===== src/rtl/mem_io_responder.sv =====
// mem_io_responder
// Responder for the core's 8-bit data-memory bus. Addresses below RAM_DEPTH
// hit a synchronous RAM. Addresses from IO_BASE upward reach a small set of
// peripherals:
//   +0 STATUS  : [0] empty, [1] full, [2] expired, [3] overflow, [6:4] count
//   +1 TXDATA  : a write pushes data into the output FIFO
//   +2 SWITCH  : switch levels, registered once
//   +3 TIMER   : a write loads reload and count; a read returns the count
//   +4 TCTRL   : [0] enable, [1] auto-reload
// Ports:
//   clock, reset           - system clock, synchronous active-high reset
//   MemRead, wren          - read / write strobes from the core
//   address, data          - byte address and write data
//   q                      - read data, registered (1-cycle latency)
//   sw_in                  - board switch levels
//   out_data, out_valid    - FIFO head and non-empty flag
//   out_ready              - consumer accepts the FIFO head
//   tmr_irq                - timer expired flag (sticky)
// All reads see pre-edge state, so a read and a write to the same address in
// one cycle return the old value.
module mem_io_responder #(
  parameter int         RAM_DEPTH  = 240,
  parameter logic [7:0] IO_BASE    = 8'hF0,
  parameter int         FIFO_DEPTH = 4
) (
  input  logic       clock,
  input  logic       reset,
  input  logic       MemRead,
  input  logic       wren,
  input  logic [7:0] address,
  input  logic [7:0] data,
  output logic [7:0] q,
  input  logic [7:0] sw_in,
  output logic [7:0] out_data,
  output logic       out_valid,
  input  logic       out_ready,
  output logic       tmr_irq
);

  localparam int         PW       = (FIFO_DEPTH > 1) ? $clog2(FIFO_DEPTH) : 1;
  localparam logic [8:0] RAM_TOP  = 9'(RAM_DEPTH);
  localparam logic [2:0] FDEPTH   = 3'(FIFO_DEPTH);
  localparam logic [7:0] A_STATUS = IO_BASE;
  localparam logic [7:0] A_TX     = IO_BASE + 8'd1;
  localparam logic [7:0] A_SWITCH = IO_BASE + 8'd2;
  localparam logic [7:0] A_TIMER  = IO_BASE + 8'd3;
  localparam logic [7:0] A_TCTRL  = IO_BASE + 8'd4;

  // Pointer advance with explicit wrap so any depth works.
  function automatic logic [PW-1:0] ptr_next(input logic [PW-1:0] p);
    if (p == PW'(FIFO_DEPTH - 1)) begin
      return {PW{1'b0}};
    end else begin
      return p + {{(PW-1){1'b0}}, 1'b1};
    end
  endfunction

  logic [7:0]    ram_mem  [0:RAM_DEPTH-1];
  logic [7:0]    fifo_mem [0:FIFO_DEPTH-1];

  logic [7:0]    q_q, q_d;
  logic [PW-1:0] head_q, head_d, tail_q, tail_d;
  logic [2:0]    cnt_q, cnt_d;
  logic          ovf_q, ovf_d;
  logic          exp_q, exp_d;
  logic [7:0]    tcnt_q, tcnt_d;
  logic [7:0]    reload_q, reload_d;
  logic          en_q, en_d;
  logic          ar_q, ar_d;
  logic [7:0]    sw_q;

  logic          ram_sel_s, ram_we_s;
  logic          status_wr_s, tmr_wr_s, tctrl_wr_s;
  logic          pop_s, push_req_s, push_ok_s, drop_s, full_s, empty_s, expire_s;
  logic [7:0]    rd_s;

  assign ram_sel_s   = ({1'b0, address} < RAM_TOP);
  assign ram_we_s    = wren && ram_sel_s && !reset;
  assign status_wr_s = wren && (address == A_STATUS);
  assign tmr_wr_s    = wren && (address == A_TIMER);
  assign tctrl_wr_s  = wren && (address == A_TCTRL);
  assign push_req_s  = wren && (address == A_TX);

  assign empty_s     = (cnt_q == 3'd0);
  assign full_s      = (cnt_q == FDEPTH);
  assign pop_s       = !empty_s && out_ready;
  // When full, a same-cycle pop frees the slot the push needs.
  assign push_ok_s   = push_req_s && (!full_s || pop_s);
  assign drop_s      = push_req_s && full_s && !pop_s;

  assign out_valid   = !empty_s;
  assign out_data    = empty_s ? 8'h00 : fifo_mem[head_q];
  assign tmr_irq     = exp_q;
  assign q           = q_q;

  // Read-data mux over pre-edge state.
  always_comb begin
    rd_s = 8'h00;
    if (ram_sel_s) begin
      rd_s = ram_mem[address];
    end else begin
      case (address)
        A_STATUS: rd_s = {1'b0, cnt_q, ovf_q, exp_q, full_s, empty_s};
        A_SWITCH: rd_s = sw_q;
        A_TIMER:  rd_s = tcnt_q;
        A_TCTRL:  rd_s = {6'b000000, ar_q, en_q};
        default:  rd_s = 8'h00;
      endcase
    end
  end

  // FIFO pointer/count next state and sticky overflow.
  always_comb begin
    head_d = head_q;
    tail_d = tail_q;
    cnt_d  = cnt_q;
    ovf_d  = ovf_q;
    if (pop_s) begin
      head_d = ptr_next(head_q);
    end else begin
      head_d = head_q;
    end
    if (push_ok_s) begin
      tail_d = ptr_next(tail_q);
    end else begin
      tail_d = tail_q;
    end
    case ({push_ok_s, pop_s})
      2'b10:   cnt_d = cnt_q + 3'd1;
      2'b01:   cnt_d = cnt_q - 3'd1;
      default: cnt_d = cnt_q;
    endcase
    if (drop_s) begin
      ovf_d = 1'b1;
    end else if (status_wr_s && data[3]) begin
      ovf_d = 1'b0;
    end else begin
      ovf_d = ovf_q;
    end
  end

  // Timer next state: a TIMER write beats the countdown; expiry beats a clear.
  always_comb begin
    tcnt_d   = tcnt_q;
    reload_d = reload_q;
    expire_s = 1'b0;
    exp_d    = exp_q;
    en_d     = en_q;
    ar_d     = ar_q;
    if (tmr_wr_s) begin
      tcnt_d   = data;
      reload_d = data;
    end else if (en_q) begin
      if (tcnt_q > 8'd1) begin
        tcnt_d = tcnt_q - 8'd1;
      end else if (tcnt_q == 8'd1) begin
        expire_s = 1'b1;
        tcnt_d   = ar_q ? reload_q : 8'h00;
      end else begin
        tcnt_d = tcnt_q;
      end
    end else begin
      tcnt_d = tcnt_q;
    end
    if (tctrl_wr_s) begin
      en_d = data[0];
      ar_d = data[1];
    end else begin
      en_d = en_q;
      ar_d = ar_q;
    end
    if (expire_s) begin
      exp_d = 1'b1;
    end else if (status_wr_s && data[2]) begin
      exp_d = 1'b0;
    end else begin
      exp_d = exp_q;
    end
  end

  // Read-data register holds when no read is strobed.
  always_comb begin
    q_d = q_q;
    if (MemRead) begin
      q_d = rd_s;
    end else begin
      q_d = q_q;
    end
  end

  // Control and peripheral state registers.
  always_ff @(posedge clock) begin
    if (reset) begin
      q_q      <= 8'h00;
      head_q   <= {PW{1'b0}};
      tail_q   <= {PW{1'b0}};
      cnt_q    <= 3'd0;
      ovf_q    <= 1'b0;
      exp_q    <= 1'b0;
      tcnt_q   <= 8'h00;
      reload_q <= 8'h00;
      en_q     <= 1'b0;
      ar_q     <= 1'b0;
      sw_q     <= 8'h00;
    end else begin
      q_q      <= q_d;
      head_q   <= head_d;
      tail_q   <= tail_d;
      cnt_q    <= cnt_d;
      ovf_q    <= ovf_d;
      exp_q    <= exp_d;
      tcnt_q   <= tcnt_d;
      reload_q <= reload_d;
      en_q     <= en_d;
      ar_q     <= ar_d;
      sw_q     <= sw_in;
    end
  end

  // RAM array; contents survive reset.
  always_ff @(posedge clock) begin
    if (ram_we_s) begin
      ram_mem[address] <= data;
    end
  end

  // FIFO storage; entries beyond count are don't-care.
  always_ff @(posedge clock) begin
    if (push_ok_s && !reset) begin
      fifo_mem[tail_q] <= data;
    end
  end

endmodule

===== config.mk =====
export PLATFORM = sky130hd
export DESIGN_NAME = mem_io_responder
export DESIGN_NICKNAME = d
export VERILOG_FILES = /design/src/rtl/mem_io_responder.sv
export SDC_FILE = /design/constraint.sdc
export NUM_CORES = 2
export LEC_CHECK = 0
export BUFFER_PORTS_ARGS = -buffer_cell sky130_fd_sc_hd__buf_2
export CAP_MARGIN = 15
export CORE_ASPECT_RATIO = 1.4
export CORE_MARGIN = 1
export CORE_UTILIZATION = 40
export CTS_CLUSTER_SIZE = 25
export DETAILED_ROUTE_END_ITERATION = 7
export GPL_ROUTABILITY_DRIVEN = 0
export PLACE_DENSITY_LB_ADDON = 0.05
export SYNTH_ARGS = -nofsm -noshare
export SYNTH_HDL_FRONTEND = slang
export SYNTH_SLANG_ARGS = --single-unit

===== constraint.sdc =====
create_clock -name clock -period 3.3 [get_ports clock]
set_clock_uncertainty 0.05 [all_clocks]
set_input_delay 0.165 -clock clock [delete_from_list [all_inputs] [get_ports clock]]
set_output_delay 0.165 -clock clock [all_outputs]
set_load 0.01 [all_outputs]

Word-level counts from Yosys, hierarchy flattened
Memories as Yosys holds them, arrays and structs flattened. A register that Yosys moved wholly into a read port is not among the register bits.
Cells that the tools add are included.
{"block": "op_classes", "add_sub_neg": 5, "order_cmp": 2, "n_eq_ne": 11, "mux": 25, "reduce_logical": 25}
{"operator": "$mux W8", "n": 7}
{"operator": "$eq A8 B8 Y1 const B", "n": 5}
{"operator": "$pmux W8 S4", "n": 1}
{"operator": "$logic_and A1 B1 Y1", "n": 13}
{"operator": "$mux W1", "n": 12}
{"operator": "$eq A8 B1 Y1 const B", "n": 1}
{"operator": "$gt A8 B1 Y1 const B", "n": 1}
{"operator": "$lt A8 B8 Y1 const B", "n": 1}
{"operator": "$mux W2", "n": 4}
{"operator": "$reduce_bool A2 Y1", "n": 4}
{"operator": "$sub A8 B1 Y8 const B", "n": 1}
{"operator": "$eq A2 B2 Y1 const B", "n": 3}
{"operator": "$pmux W3 S2", "n": 1}
{"operator": "$add A2 B1 Y2 const B", "n": 2}
{"operator": "$logic_not A1 Y1", "n": 4}
{"operator": "$add A3 B1 Y3 const B", "n": 1}
{"operator": "$eq A3 B3 Y1 const B", "n": 1}
{"operator": "$logic_not A3 Y1", "n": 1}
{"operator": "$reduce_bool A3 Y1", "n": 1}
{"operator": "$sub A3 B1 Y3 const B", "n": 1}
{"operator": "$eq A2 B1 Y1 const B", "n": 1}
{"operator": "$reduce_and A2 Y1", "n": 1}
{"operator": "$logic_or A1 B1 Y1", "n": 1}
{"block": "word_totals", "ff_bits": 43, "ramBits": 1952, "memories": 2}
{"name": "ram_mem", "depth": 240, "width": 8, "read_ports": 1, "rd_ports_with_merged_regs": 0, "wr": 1, "line": "58", "source": "logic [7:0] ram_mem [0:RAM_DEPTH-1];"}
{"name": "fifo_mem", "depth": 4, "width": 8, "read_ports": 1, "rd_ports_with_merged_regs": 1, "wr": 1, "line": "59", "source": "logic [7:0] fifo_mem [0:FIFO_DEPTH-1];"}

Logic depth before layout (Yosys ltp)
{"block": "depth", "word_depth": 8, "depth_mapped": 14, "ltp_nobuf": 10}

Worst setup path after synthesis
OpenSTA, ideal clock, no wires.
{"block": "synth_path", "path_type": "input -> register", "start": "in address[0]", "end": "reg cnt_q[2]", "t_arrival_ps": 2524, "required_ps": 3180, "setup_slack_ps": 656, "stages": 14, "cell_sequence": "buf_6 buf_12 buf_4 inv_2 nor2_1 nand2_1 or3_1 clkbuf_1 ha_1 inv_1 fa_1 xor2_1 or3_1 a21oi_1"}
{"block": "synth_via", "elab_chain_len": 5, "word_cells_on_any_way": 7, "cone_classes": "eq/ne (3); mux (1); reduce/logical (3)"}
{"element": "from (decl)", "line": "30", "source": "input logic [7:0] address,"}
{"element": "$eq A8 B8 Y1 *", "line": "82", "source": "assign push_req_s = wren && (address == A_TX);"}
{"element": "$logic_and A1 B1 Y1 *", "line": "82"}
{"element": "$logic_and A1 B1 Y1 *", "line": "88", "source": "assign push_ok_s = push_req_s && (!full_s || pop_s);"}
{"element": "$eq A2 B1 Y1 or $eq A2 B2 Y1 (tied branches)", "line": "128", "source": "case ({push_ok_s, pop_s})"}
{"element": "$pmux W3 S2 or $reduce_bool A2 Y1 (tied branches)"}
{"element": "to (signal assigned)", "line": "209", "source": "cnt_q <= cnt_d;"}
{"element": "to (decl)", "line": "63", "source": "logic [2:0] cnt_q, cnt_d;"}
Every way passes the cells marked *; elsewhere a longest branch is shown, timed or not.
A chain may end at the register's enable or synchronous reset.

Final worst setup path
{"block": "layout_path", "start": "mem ram_mem[210][4]", "end": "reg q_q[4], in the netlist q[4]"}
{"block": "layout_via", "elab_chain_len": 2}
{"element": "from (decl)", "line": "58"}
{"element": "$mem_v2 Z240 W8"}
{"element": "$mux W8", "line": "99", "source": "if (ram_sel_s) begin"}
{"element": "to (signal assigned)", "line": "206", "source": "q_q <= q_d;"}
{"element": "to (decl)", "line": "61", "source": "logic [7:0] q_q, q_d;"}
No other way between the ends.

==> summary.md <==
| Metric | Value |
|---|---|
| Post-synth top cells | `1,952 x edfxtp_1, 444 x mux4_2, 334 x nor2_1` |
| Post-synth top area share | `75.43%` |
| Mapped Nets | `3,842` |
| Die H | `523.5 um` |
| Leak Pwr | `0.02926 uW` |
| Reg-to-reg slack, setup | `0.50 ns` |
| Fin Setup TNS | `0 ns` |
| Post-synth EDFFs | `1,952` |
| Fill count | `16,350` |
| Port Buf Inserts | `46` |
| CP peak stage delay | `0.50 ns` |
| Final hold viol count | `0` |
| WL final | `237,100 um` |
| DR DRC count | `0` |
| Initial Utilization | `40.24%` |
| Post-synth top area cell | `edfxtp_1` |
| Clock Latency Late Sink | `0.84 ns` |
| Die extent in x | `374.5 um` |
| YS warnings | `0` |
| Synth unique cells | `80` |
| VDD IR max | `0.4028 mV` |
| CP Launch Type | `register` |
| Largest net degree at the start of global routing | `112` |
| Initial antenna violation count | `5` |
| Crit-path max FO | `1` |
| Cell Pwr Density | `577.4 mW/mm2` |
| Slew at the pin with the worst max-slew slack | `1.077 ns` |
| Synth area leaders | `edfxtp_1 75%, mux4_2 13%, nor2_1 1.6%` |
| Synthesis-to-layout area growth | `17.22%` |
| Most common cell in the netlist | `edfxtp_1` |
| RSZ-0062 raised after global routing | `no` |
| Crit end category | `register` |
| Cell count after synthesis | `3,804` |
| Grt ovf | `0` |
| Avg Cell Area, Syn | `20.43 um2` |
| Vias per cell | `5.712` |
| HP Class | `input port to register` |
| Worst Path Required | `3.99 ns` |
| Post-CTS sizing | `0` |
| Mapped Area | `0.07771 mm2` |
| Async SR Flop Fraction | `0%` |
| CTS Buf Count | `204` |
| Crit-path cells | `mux4_1 -> and3_1 -> a221oi_1 -> a41oi_1 -> o21bai_1 -> nor4_1 -> buf_4 -> a211oi_1` |
| Final HPWL DP | `157,800 um` |
| Clock transition at the registers of the reported paths | `0.06 ns` |
| Final Util | `47.17%` |
| H-tree levels | `4` |
| Core Box Area | `0.1931 mm2` |
| Seq/Total Area, Yosys | `76.59%` |
| CTS tree | `yes` |
| First-pass GRT wire length | `332,800 um` |
| Number of top-level pins | `47` |
| Total track usage | `24.22%` |
| Die area | `0.1961 mm2` |
| Slew HR | `27.95%` |
| Drt wl/cell | `33.56 um` |
| CP Class | `register to register` |
| Fmax | `356.8 MHz` |
| Clock root cell | `clkbuf_16` |
| Yosys reg bits | `1,997` |
| Final max-slew violation count | `0` |
| First-pass DRT Iterations | `5` |
| Max_cap viols | `0` |
| Routed vias | `40,360` |
| Initial DRC count | `3,683` |
| Clk buf depth | `4` |
| Final #Nets | `4,441` |
| Final setup fails | `0` |
| Critical path arrival | `3.49 ns` |
| Outcome | `finished clean` |
| Post-synth top flop | `edfxtp_1` |
| Share of cells above drive strength 1 | `30.13%` |
| Post-DRT Antenna Nets | `0` |
| Row count | `191` |
| Tmin final | `2.803 ns` |
| Clk sink count | `1,997` |
| Period utilization | `84.93%` |
| Vias in the first global route | `42,120` |
| Crit-path slowest cell | `mux4_1` |
[routing by layer]
metal | routed length (um) | global-route usage (%)
met2 | 123300 | 42.77
met4 | 7894 | 7.870
met5 | 9 | 0
met1 | 95410 | 30.95
met3 | 10570 | 3.071
[kinds of logic after synthesis]
logic type,after synthesis,share of synthesized area (%)
xor+xnor,2,0.02255
buf+inv,234,1.610
simple gates,611,3.491
fa+ha+maj,9,0.1546
mux,557,14.60
flops,1997,76.59
compound gates,394,3.530
[through the flow]
stage	instance area (um2)	hold slack, ns	total power [uW]	worst slack, ns	std cells
after floorplan	77710	0.2139	29680	0.6557	3804
after global placement	84720	0.3315	31300	-0.5981	6680
after detailed placement	84720	0.3366	31310	-0.07971	6681
after CTS	91080	0.002915	53160	0.5274	7066
after global routing	91090	0.07236	54090	0.3698	7067
final	91090	0.05592	52600	0.4972	7067
[where the power goes]
group	switching (uW)	leakage (uW)	internal, uW
combinational	1820	0.00836	1020
clock	9650	0.00300	12200
sequential	42.1	0.0179	27900
total	11500	0.0293	41100
[layout by cell type, fill, tap and decap left out, drive strengths merged, types with 15 or more instances in the layout]
cell / count
nor2b: 21
a22oi: 49
clkinv: 85
nand2: 126
clkbuf: 265
dfxtp: 45
and2: 22
inv: 15
edfxtp: 1952
mux2: 41
nor2: 335
dlygate4sd3: 25
o22ai: 90
mux4: 454
o21ai: 31
a21oi: 67
a221oi: 15
nand3: 23
buf: 586
o221ai: 17
mux2i: 62
[critical path: cells and delay by family, from the launching register on]
family	cells	cell delay (ns)
flops	1	0.37
simple gates	2	0.68
mux	1	0.50
compound gates	4	0.88
buf+inv	1	0.23
[registers in the layout (all words and copies together), names as in the netlist, named ones only]
signal	flops
tmr_irq	1
q	8
fifo_mem	32
ovf_q	1
en_q	1
sw_q	8
cnt_q	3
tcnt_q	8
head_q	2
ram_mem	1920
ar_q	1
reload_q	8
tail_q	2
[path summary, 6_finish.rpt]
kind | to | cells after the start | startpoint
setup / recovery | q[4]$_SDFFE_PP0P_ | 8 | ram_mem[210][4]$_DFFE_PP_
hold / removal | sw_q[6]$_SDFF_PP0_ | 3 | sw_in[6]
setup reg to reg | q[4]$_SDFFE_PP0P_ | 8 | ram_mem[210][4]$_DFFE_PP_
hold reg to reg | reload_q[0]$_SDFFE_PP0P_ | 2 | reload_q[0]$_SDFFE_PP0P_
[what timing repair did]
action / 4_1_cts / 5_1_grt
setup buffers: 0 / 0
endpoints found under the hold margin: 480 / 0
setup endpoints to repair: 0 / 0
hold buffers: 25 / 0
[layout make-up]
| cell class | instances | area, um2 | area share, % |
|---|---|---|---|
| clock buffers | 261 | 5401 | 5.930 |
| inverters | 12 | 46.29 | 0.05082 |
| clock inverters | 99 | 713.2 | 0.7830 |
| flip-flops and latches | 1997 | 59520 | 65.34 |
| repair buffers | 615 | 5293 | 5.810 |
| diodes | 1 | 2.502 | 0.002747 |
| well taps | 2509 | 3139 | 3.446 |
| multi-input cells | 1573 | 16980 | 18.64 |
No activity file was read; power rests on OpenSTA's default activity.
